`src/rtl/lb_2_glb_mc.sv`:
```
// Line-buffer to global-buffer write master: walks an L x H x N tile in
// h/v/ch order and issues one addressed write per accepted pixel beat.
//
// state | meaning
// ------+--------------------------------------------------------------
// IDLE  | waiting for cfg_start; latches configuration, checks dimensions
// RUN   | accepting pixel beats and issuing global-buffer writes
// DONE  | one-cycle completion pulse, then back to IDLE
module lb_2_glb_mc #(
    parameter int DATA_W = 128,
    parameter int ADDR_W = 16,
    parameter int DIM_W  = 5,
    parameter int CH_W   = 3
) (
    input  logic              clock,
    input  logic              rst,
    input  logic              cfg_start,
    input  logic [ADDR_W-1:0] of_base_addr,
    input  logic [ADDR_W-1:0] of_page_length,
    input  logic [ADDR_W-1:0] of_ch_stride,
    input  logic [DIM_W-1:0]  of_tile_length,
    input  logic [DIM_W-1:0]  of_tile_height,
    input  logic [CH_W-1:0]   of_ch_num,
    input  logic              pix_valid,
    input  logic [DATA_W-1:0] pix_data,
    output logic              pix_ready,
    output logic              wr_en,
    output logic [ADDR_W-1:0] wr_addr,
    output logic [DATA_W-1:0] wr_data,
    input  logic              wr_ready,
    output logic              busy,
    output logic              done,
    output logic              cfg_err
);

    typedef enum logic [1:0] {IDLE, RUN, DONE} state_t;

    state_t            state_q, state_d;
    logic [ADDR_W-1:0] base_q, page_q, stride_q;
    logic [DIM_W-1:0]  len_q, hgt_q, h_q, v_q;
    logic [CH_W-1:0]   chn_q, ch_q;
    logic              last_acc_q;
    logic              cfg_err_q;

    logic              cfg_ok, h_end, v_end, ch_end, last_beat;
    logic              write_taken, accept;
    logic [ADDR_W-1:0] addr_next;

    assign cfg_ok      = (of_tile_length != '0) && (of_tile_height != '0) && (of_ch_num != '0);
    assign h_end       = (h_q == len_q - DIM_W'(1));
    assign v_end       = (v_q == hgt_q - DIM_W'(1));
    assign ch_end      = (ch_q == chn_q - CH_W'(1));
    assign last_beat   = h_end && v_end && ch_end;
    assign write_taken = wr_en && wr_ready;
    assign pix_ready   = (state_q == RUN) && !last_acc_q && (!wr_en || wr_ready);
    assign accept      = pix_valid && pix_ready;

    // Modular sum: truncating each product to ADDR_W yields the same low bits
    // as a full-width sum truncated at the end.
    assign addr_next = base_q + ADDR_W'(ch_q) * stride_q + ADDR_W'(v_q) * page_q + ADDR_W'(h_q);

    assign busy    = (state_q != IDLE);
    assign done    = (state_q == DONE);
    assign cfg_err = cfg_err_q;

    always_comb begin
        state_d = state_q;
        case (state_q)
            IDLE:    if (cfg_start && cfg_ok) state_d = RUN;
            RUN:     if (last_acc_q && write_taken) state_d = DONE;
            DONE:    state_d = IDLE;
            default: state_d = IDLE;
        endcase
    end

    always_ff @(posedge clock) begin
        if (rst) state_q <= IDLE;
        else     state_q <= state_d;
    end

    always_ff @(posedge clock) begin
        if (rst) begin
            base_q     <= '0;
            page_q     <= '0;
            stride_q   <= '0;
            len_q      <= '0;
            hgt_q      <= '0;
            chn_q      <= '0;
            h_q        <= '0;
            v_q        <= '0;
            ch_q       <= '0;
            last_acc_q <= 1'b0;
            cfg_err_q  <= 1'b0;
            wr_en      <= 1'b0;
            wr_addr    <= '0;
            wr_data    <= '0;
        end else begin
            cfg_err_q <= 1'b0;
            if (state_q == IDLE && cfg_start) begin
                base_q     <= of_base_addr;
                page_q     <= of_page_length;
                stride_q   <= of_ch_stride;
                len_q      <= of_tile_length;
                hgt_q      <= of_tile_height;
                chn_q      <= of_ch_num;
                h_q        <= '0;
                v_q        <= '0;
                ch_q       <= '0;
                last_acc_q <= 1'b0;
                cfg_err_q  <= !cfg_ok;
            end
            if (accept) begin
                wr_en   <= 1'b1;
                wr_addr <= addr_next;
                wr_data <= pix_data;
                if (last_beat) last_acc_q <= 1'b1;
                if (h_end) begin
                    h_q <= '0;
                    if (v_end) begin
                        v_q  <= '0;
                        ch_q <= ch_q + CH_W'(1);
                    end else begin
                        v_q <= v_q + DIM_W'(1);
                    end
                end else begin
                    h_q <= h_q + DIM_W'(1);
                end
            end else if (write_taken) begin
                wr_en   <= 1'b0;
                wr_addr <= '0;
                wr_data <= '0;
            end
        end
    end

endmodule
```
`config.mk`:
```
export PLATFORM = sky130hd
export DESIGN_NAME = lb_2_glb_mc
export DESIGN_NICKNAME = d
export VERILOG_FILES = /design/src/rtl/lb_2_glb_mc.sv
export SDC_FILE = /design/constraint.sdc
export NUM_CORES = 1
export LEC_CHECK = 0
export CORE_ASPECT_RATIO = 0.8
export CORE_MARGIN = 1
export CORE_UTILIZATION = 52
export CTS_CLUSTER_SIZE = 40
export DETAILED_ROUTE_END_ITERATION = 7
export GPL_TIMING_DRIVEN = 0
export PLACE_DENSITY_LB_ADDON = 0.12
export SETUP_SLACK_MARGIN = 0.3
export SLEW_MARGIN = 20
export SYNTH_ARGS = -nofsm -noshare
export SYNTH_HDL_FRONTEND = slang
export SYNTH_SLANG_ARGS = --single-unit
export TNS_END_PERCENT = 100
```
`constraint.sdc`:
```
create_clock -name clock -period 9.27 [get_ports clock]
set_clock_uncertainty 0.05 [all_clocks]
set_input_delay 2.3175 -clock clock [delete_from_list [all_inputs] [get_ports clock]]
set_output_delay 2.3175 -clock clock [all_outputs]
set_load 0.01 [all_outputs]
```
== Word level (Yosys, flattened, before mapping) ==
Cells that the tools add are included.

* Flip-flop bits (word level): 223
* Word-level logic and storage cells: 81
* Input bits: 194
* RAM bits: 0
* Memories: 0
* Output and inout bits: 149
* ROM bits: 0
* Bits in latches: 0

* Mux-type cells: 23
* Shift operators: 0
* Divide/modulo/power cells: 0
* Bitwise gates (word level): 1
* Magnitude comparators: 0
* Add/subtract/negate cells: 9
* Reduce and logical (&&, ||, !) cells: 24
* Eq/ne operators: 7
* $mul: 2

{| class="wikitable"
|+ Operators by type and width
! cell !! count
|-
| 128-bit 2-to-1 mux || 2
|-
| 5-bit 2-to-1 mux || 7
|-
| 16-bit adder || 2
|-
| 16-bit 2-to-1 mux || 2
|-
| 16-bit by 5-bit adder with 16-bit output || 1
|-
| 3-bit by 16-bit multiplier with 16-bit output || 1
|-
| 5-bit by 16-bit multiplier with 16-bit output || 1
|-
| 3-bit 2-to-1 mux || 4
|-
| 1-bit logical AND || 11
|-
| 5-bit by 1-bit adder with 5-bit output, second input constant || 2
|-
| 5-bit equality test || 2
|-
| 5-bit nonzero test || 2
|-
| 5-bit by 1-bit subtractor with 5-bit output, second input constant || 2
|-
| 2-bit nonzero test || 3
|-
| 1-bit 2-to-1 mux || 5
|-
| 2-bit 2-to-1 mux || 2
|-
| 2-bit one-hot mux with 2 select lines || 1
|-
| 3-bit by 1-bit adder with 3-bit output, second input constant || 1
|-
| 3-bit equality test || 1
|-
| 1-bit zero test || 3
|-
| 3-bit nonzero test || 1
|-
| 3-bit by 1-bit subtractor with 3-bit output, second input constant || 1
|-
| 2-bit by 1-bit equality test with 1-bit output, second input constant || 1
|-
| 2-bit equality test, second input constant || 1
|-
| other kinds (7) || 7
|}

== Depth between registers and ports, before layout ==
Gate-level depths: netlist of run 1.

* Depth in word-level cells: 6
* Mapped depth: 22
* Depth with buffers taken out: 20

== Worst setup path after synthesis of run 1 ==
OpenSTA, ideal clock, no wires.

* Path type: flip-flop to flip-flop
* Start point: register ch_q[0]
* End point: register wr_addr[13]
* Required time: 9103 ps
* Path buffers: 2
* Clock period less this slack: 5107 ps
* Stages on the path, launching flop included: 21
* Arrival: 4940 ps
* Slack: 4163 ps
* Library setup time: 117 ps
* Path through: dfxtp_1 clkbuf_1 clkbuf_1 nand2_1 fa_1 fa_1 fa_1 inv_1 fa_1 inv_1 fa_1 inv_1 ha_1 nor2b_1 o21ai_1 a21boi_1 o41ai_1 nand2_1 a31oi_1 xnor2_1 a22o_1

* Longest elaborated chain between the ends: 5

{| class="wikitable"
|+ RTL lines
! item !! line !! text
|-
| from (decl) || 41 || <nowiki>logic [CH_W-1:0] chn_q, ch_q;</nowiki>
|-
| from (signal assigned) || 121 || <nowiki>ch_q <= ch_q + CH_W'(1);</nowiki>
|-
| 3-bit by 16-bit multiplier with 16-bit output || 60 || <nowiki>assign addr_next = base_q + ADDR_W'(ch_q) * stride_q + ADDR_W'(v_q) * page_q + ADDR_W'(h_q);</nowiki>
|-
| 16-bit adder (2 in series) || 60 ||
|-
| 16-bit by 5-bit adder with 16-bit output || 60 ||
|-
| 16-bit 2-to-1 mux || 112 || <nowiki>if (accept) begin</nowiki>
|-
| to (signal assigned) || 114 || <nowiki>wr_addr <= addr_next;</nowiki>
|-
| to (decl) || 28 || <nowiki>output logic [ADDR_W-1:0] wr_addr,</nowiki>
|}

No other way between the ends.
A chain may end at the register's enable or synchronous reset.

== Worst setup path after layout of run 1 ==
Same ends and word-level chain as after synthesis.

==> results_dict.tcl, run 1 <==
set metrics [dict create \
    outcome "completed" \
    drv_slew 0 \
    tightest_slew_ps 809 \
    synth_cell_types 48 \
    cp.required_ps 9630 \
    r2r-end "wr_addr[13]" \
    p_clk_share_pct 42.0 \
    netlist_instances 1296 \
    io_buffers 342 \
    path_class "flip-flop to flip-flop" \
    die-area_sq_mm 0.0230 \
    power_frac_comb_pct 14.6 \
    hold_viol_final 0 \
    synth_area_leader_cell "dfxtp_1" \
    dp_cells 1938 \
    maxCapViolCount 0 \
    grtUsageTotal_pct 31.4 \
    cp_data_arrival_time_ps 6590 \
    fp.dieW_microns 169 \
    r2r-start "ch_q[0]" \
    async_flop_share_pct 0 \
    whs_ps 402 \
    final_nets 1991 \
    fin_util_pct 74.7 \
    grt-ovfl-total 0 \
    seqPwrFrac_pct 43.4 \
    cts_resized 0 \
    cts_buffer_depth 3 \
    wirelength_mm 36.2 \
    period_minus_slack_ps 6230 \
    critPathLaunchType "flip-flop" \
    hp-class "flip-flop to flip-flop" \
    gp_congestion 0.902 \
    yosysMostFrequentCell "dfxtp_1" \
    drive_gt1_share_pct 3.57 \
    cts_made_buffers 24 \
    r2r_cells 20 \
    reg2reg_slack_ps 3040 \
    hold_end "wr_addr[7]" \
    grt_pass1_vias 10400 \
    switchingPower_mw 0.601 \
    dp_hpwl_mm 27.9 \
    path_clk_slew_ps 60 \
    diodes 0 \
    grt_pass1_wl_mm 56.1 \
    crit_fanout 10 \
    drc 0 \
    powerDensity_mw_per_mm2 146 \
    grt_max_degree 14 \
    ys.warnings.count 0 \
    ys_seq_elements 223 \
    leakage_nw 6.68 \
    fin_crit_sh_pct 67.2 \
    relSlewSlack_pct 46.1 \
    postCtsSetupRepairBufs 0 \
    setup_viol_count_final 0 \
    synth_common_cells "223 x dfxtp_1, 179 x nand2_1, 162 x nor2_1" \
    swShare_pct 25.3 \
    drtIter0Drc 825 \
    clk_latency_ps 520 \
    avgSynthCellArea_sq_um 8.99 \
    fin_cells 1980 \
    end_kind "flip-flop" \
    finalSetupTns_ps 0 \
    num_vias 10700 \
    synthFlopType "dfxtp_1" \
    fmax_mhz 161 \
    min_from "wr_addr[7]" \
    seq_area_frac_synth_pct 38.3 \
    hold_depth 2 \
    synth_nets 1623 \
    core_sq_mm 0.0218 \
    synth_top_area_share_pct 38.3 \
    synth_area_sq_mm 0.0117 \
    wl_per_cell_microns 18.3 \
    antenna_left 0 \
    pin_count 343 \
    power.internal_mw 1.78 \
    std_cell_rows 48 \
    die_y_microns 136 \
    first_pass_iters 6 \
    cts_tree "yes" \
    rsz0062_at_grt "false" \
    start_util_pct 53.5 \
    hold_buffers 0 \
    h-tree-depth 1 \
    synth_edf_count 0 \
    vdd_drop_max_mv 0.131 \
    viasPerCell 5.42 \
    root_buffer "clkbuf_16" \
    synth.area.top_cells "dfxtp_1 38%, fa_1 16%, a22oi_1 8.7%" \
    antenna_found_initial 0 \
    clock-sinks 223 \
    syn_to_final_growth_pct 39.7 \
]
==> cells in the final DEF, fill, tap and decap left out, types with 42 or more instances in the layout <==
cell / count
a21oi_1: 86
a22oi_1: 135
nand2_1: 179
fa_1: 91
inv_1: 90
dfxtp_1: 223
clkbuf_1: 67
and2_1: 77
clkdlybuf4s50_1: 342
ha_1: 42
nor2_1: 162
==> state kept, by name, summed over array words and instances (netlist names) <==
name / cells
h_q: 5
state_q: 2
base_q: 16
ch_q: 3
last_acc_q: 1
stride_q: 16
page_q: 16
len_q: 5
wr_data: 128
hgt_q: 5
v_q: 5
chn_q: 3
wr_addr: 16
wr_en: 1
cfg_err: 1
==> worst max-delay path: stages (launching register included) <==
cell	delay, ps
dfxtp_1	340
clkbuf_1	490
clkbuf_1	550
nand2_1	170
fa_1	520
fa_1	400
fa_1	510
inv_1	50
fa_1	480
inv_1	60
fa_1	510
inv_1	50
ha_1	320
nor2b_1	140
o21ai_1	170
a21boi_1	160
o41ai_1	450
nand2_1	170
a31oi_1	240
xnor2_1	100
a22o_1	190
==> layout make-up <==
class,count,area (sq um)
Buffer,83,335
Inverter,90,338
Clock inverter,11,148
Fill cell,1635,5520
Sequential cell,223,4460
Timing Repair Buffer,342,3420
Tap cell,300,375
Multi-Input combinational cell,900,6520
Clock buffer,31,677
==> worst max path at each step <==
stage,startpoint,end,slack [ps],cells after the start
2_1_floorplan,ch_q[0],wr_addr[13],4160,20
3_3_place_gp,wr_ready,pix_ready,3210,4
3_5_place_dp,ch_q[0],wr_addr[13],3200,20
4_1_cts,ch_q[0],wr_addr[13],3130,20
5_1_grt,ch_q[0],wr_addr[13],2830,20
6_report,ch_q[0],wr_addr[13],3040,20
==> power by group through the flow <==
| stage | Sequential, mW | Clock (mW) | Combinational (mW) |
|---|---|---|---|
| detailed placement | 1.05 | 0 | 0.345 |
| finish | 1.03 | 0.999 | 0.348 |
| global placement | 1.05 | 0 | 0.338 |
| CTS | 1.03 | 1.01 | 0.348 |
| floorplan | 1.06 | 0 | 0.147 |
| global route | 1.04 | 1.04 | 0.377 |
==> metal layers <==
layer | routed length (microns) | up-vias | track usage, %
met4 | 891 | 0 | 8.11
li1 | - | 5029 | -
met1 | 15800 | 5177 | 43.3
met2 | 16600 | 462 | 50.7
met3 | 2870 | 64 | 5.91
met5 | 0 | - | 0
==> cells by family (layout without fill, tap and decap cells) <==
logic type,count (synthesis),in the layout,share of synthesized area [%]
AOI/OAI and AO/OA,260,260,14.9
xor gates and xnor gates,43,43,3.23
adders and majority gates,133,133,20.1
buffers and inverters,173,557,5.77
DFF,223,223,38.3
muxes,2,2,0.172
and+or+nand+nor,462,462,17.5
==> stage by stage <==
stage               setup slack [ps]  cell area, sq um  power, mW
CTS                             3130             16300       2.39
detailed placement              3200             15500       1.40
global placement                3210             15500       1.39
floorplan                       4160             11700       1.20
finish                          3040             16300       2.38
global route                    2830             16300       2.46
Note: power is estimated with default switching activity, not from simulation.
==> run 2: changes to the inputs <==
--- a/config.mk
+++ b/config.mk
@@ -7,7 +7,7 @@
 export LEC_CHECK = 0
 export CORE_ASPECT_RATIO = 0.8
 export CORE_MARGIN = 1
-export CORE_UTILIZATION = 52
+export CORE_UTILIZATION = 44
 export CTS_CLUSTER_SIZE = 40
 export DETAILED_ROUTE_END_ITERATION = 7
 export GPL_TIMING_DRIVEN = 0
==> constraint.sdc (replaced) <==
create_clock -name clock -period 5.69 [get_ports clock]
set_clock_uncertainty 0.05 [all_clocks]
set_input_delay 1.4225 -clock clock [delete_from_list [all_inputs] [get_ports clock]]
set_output_delay 1.4225 -clock clock [all_outputs]
set_load 0.01 [all_outputs]
==> run 2 against run 1 <==
Against the previous run:
- non-clock buffer count grew 3
- combinational power rose by 63%
- setup slack got worse by 2500 ps
- first-iteration DRC count fell by 35%
==> results_dict.tcl, run 2 (synthesis gave the netlist of run 1 again) <==
set metrics [dict create \
    outcome "completed" \
    r2r-start "ch_q[2]" \
    power.internal_mw 2.78 \
    multi_input_area_sq_mm 0.00657 \
    drive_gt1_share_pct 4.99 \
    r2r-end "wr_addr[11]" \
    h-tree-depth 1 \
    die-area_sq_mm 0.0272 \
    final_nets 1994 \
    fin_ws_ps 494 \
    antenna_left 0 \
    rsz0062_at_grt "false" \
    p_clk_share_pct 40.5 \
    hold_viol_final 0 \
    syn_to_final_growth_pct 41.1 \
    grt_max_degree 14 \
    drtIter0Drc 535 \
    hp-class "flip-flop to flip-flop" \
    fin_crit_sh_pct 91.3 \
    setup_viol_count_final 0 \
    crit_chain "clkbuf_8 -> and2_1 -> fa_1 -> fa_1 -> inv_1 -> fa_1 -> inv_1 -> fa_1 -> inv_1 -> fa_1 -> inv_1 -> ha_4 -> nor2b_1 -> o21ai_2 -> a21boi_2 -> o41ai_2 -> nand2_1 -> buf_4 -> xor2_1 -> a22oi_1 -> nor2_1" \
    dp_hpwl_mm 27.9 \
    powerDensity_mw_per_mm2 230 \
    drv_slew 0 \
    end_kind "flip-flop" \
    io_buffers 342 \
    num_vias 10400 \
    hold_buffers 0 \
    fmax_mhz 192 \
    pin_count 343 \
    cp.required_ps 6050 \
    viasPerCell 5.13 \
    cp_data_arrival_time_ps 5550 \
    clk_latency_ps 550 \
    vdd_drop_max_mv 0.251 \
    path_class "flip-flop to flip-flop" \
    fp.dieW_microns 184 \
    die_y_microns 148 \
    tightest_slew_ps 784 \
    seqPwrFrac_pct 44.5 \
    register_area_sq_mm 0.00447 \
    grt_pass1_wl_mm 55.8 \
    swShare_pct 26.5 \
    path_clk_slew_ps 70 \
    final_cell_mix "342 x clkdlybuf4s50_1, 220 x dfxtp_1, 179 x nand2_1" \
    hold_depth 2 \
    path_common_cell "fa_1" \
    post-place-ws_ps -435 \
    relSlewSlack_pct 47.7 \
    fill_cells 2260 \
    cts_made_buffers 24 \
    cts_buffer_depth 3 \
    whs_ps 401 \
    gp_congestion 0.909 \
    std_cell_rows 52 \
    core_sq_mm 0.0256 \
    root_buffer "clkbuf_16" \
    power_frac_comb_pct 15.0 \
    wirelength_mm 36.2 \
    hold_end "wr_addr[7]" \
    reg2reg_slack_ps 490 \
    start_util_pct 45.5 \
    slowest_stage "fa_1" \
    largest_register "wr_data" \
    crit_fanout 10 \
    antenna_found_initial 1 \
    first_pass_iters 6 \
    cpPeakStageDelay_ps 500 \
    grt-ovfl-total 0 \
    switchingPower_mw 1.00 \
    critPathLaunchType "flip-flop" \
    final_common_cell "clkdlybuf4s50_1" \
    cts_tree "yes" \
    grt_pass1_vias 10400 \
    min_from "wr_addr[7]" \
    period_minus_slack_ps 5200 \
    drc 0 \
    largest_reg_flops 128 \
    r2r_cells 21 \
    leakage_nw 6.73 \
    wl_per_cell_microns 17.8 \
    grtUsageTotal_pct 26.4 \
    clock-sinks 223 \
    maxCapViolCount 0 \
]
run 2: worst max path at each step:
stage / start / end / slack (ps) / cells after the start
3_5_place_dp: ch_q[0] / wr_addr[13] / -440 / 20
4_1_cts: ch_q[0] / wr_addr[13] / 310 / 20
5_1_grt: ch_q[2] / wr_addr[13] / 270 / 20
6_report: ch_q[2] / wr_addr[11] / 490 / 21
3_3_place_gp: ch_q[0] / wr_addr[13] / -390 / 20
2_1_floorplan: ch_q[0] / wr_addr[13] / 580 / 20
run 2: area by class of cell:
type / instances / share of cell area, %
Clock inverter: 10 / 0.525
Multi-Input combinational cell: 900 / 39.9
Buffer: 83 / 2.46
Clock buffer: 32 / 4.20
Antenna cell: 1 / 0.0152
Inverter: 90 / 2.05
Sequential cell: 223 / 27.2
Timing Repair Buffer: 345 / 21.0
Tap cell: 351 / 2.67
run 2: worst max-delay path, delay by kind of cell (launching register included):
family | cells | cell delay [ps]
adders and majority gates | 6 | 2690
and+or+nand+nor | 4 | 520
AOI/OAI and AO/OA | 4 | 770
buffers and inverters | 6 | 550
xor gates and xnor gates | 1 | 150
DFF | 1 | 340
run 2: what timing repair did:
action                     in CTS  in global routing
setup endpoints to repair      11                  7
setup buffers                   2                  1
cloned                          0                  0
gates resized for setup        28                 17
pin swaps                       1                  6
run 2: power groups by stage:
stage	Combinational, mW	Sequential [mW]	Clock, mW
after floorplan	0.239	1.72	0
final	0.567	1.68	1.53
after global placement	0.555	1.71	0
after detailed placement	0.564	1.71	0
after global routing	0.618	1.69	1.63
after CTS	0.568	1.68	1.57
run 2: through the flow:
step / util (%) / instance area, sq um / power [mW] / setup TNS (ps) / instances
after CTS: 63.9 / 16400 / 3.82 / 0 / 2033
after global placement: 60.5 / 15500 / 2.27 / -1860 / 1989
final: 64.2 / 16400 / 3.78 / 0 / 2035
after global routing: 64.2 / 16400 / 3.93 / 0 / 2035
after floorplan: - / 11700 / 1.96 / 0 / 1296
after detailed placement: 60.5 / 15500 / 2.28 / -2370 / 1989
run 2: metal layers:
layer,vias to the layer above,global-route usage [%],share of wire [%]
met5,-,0,0
met4,0,8.50,3.1
met3,73,7.05,8.3
met2,384,43.3,46
met1,4956,33.7,42
li1,5019,-,-
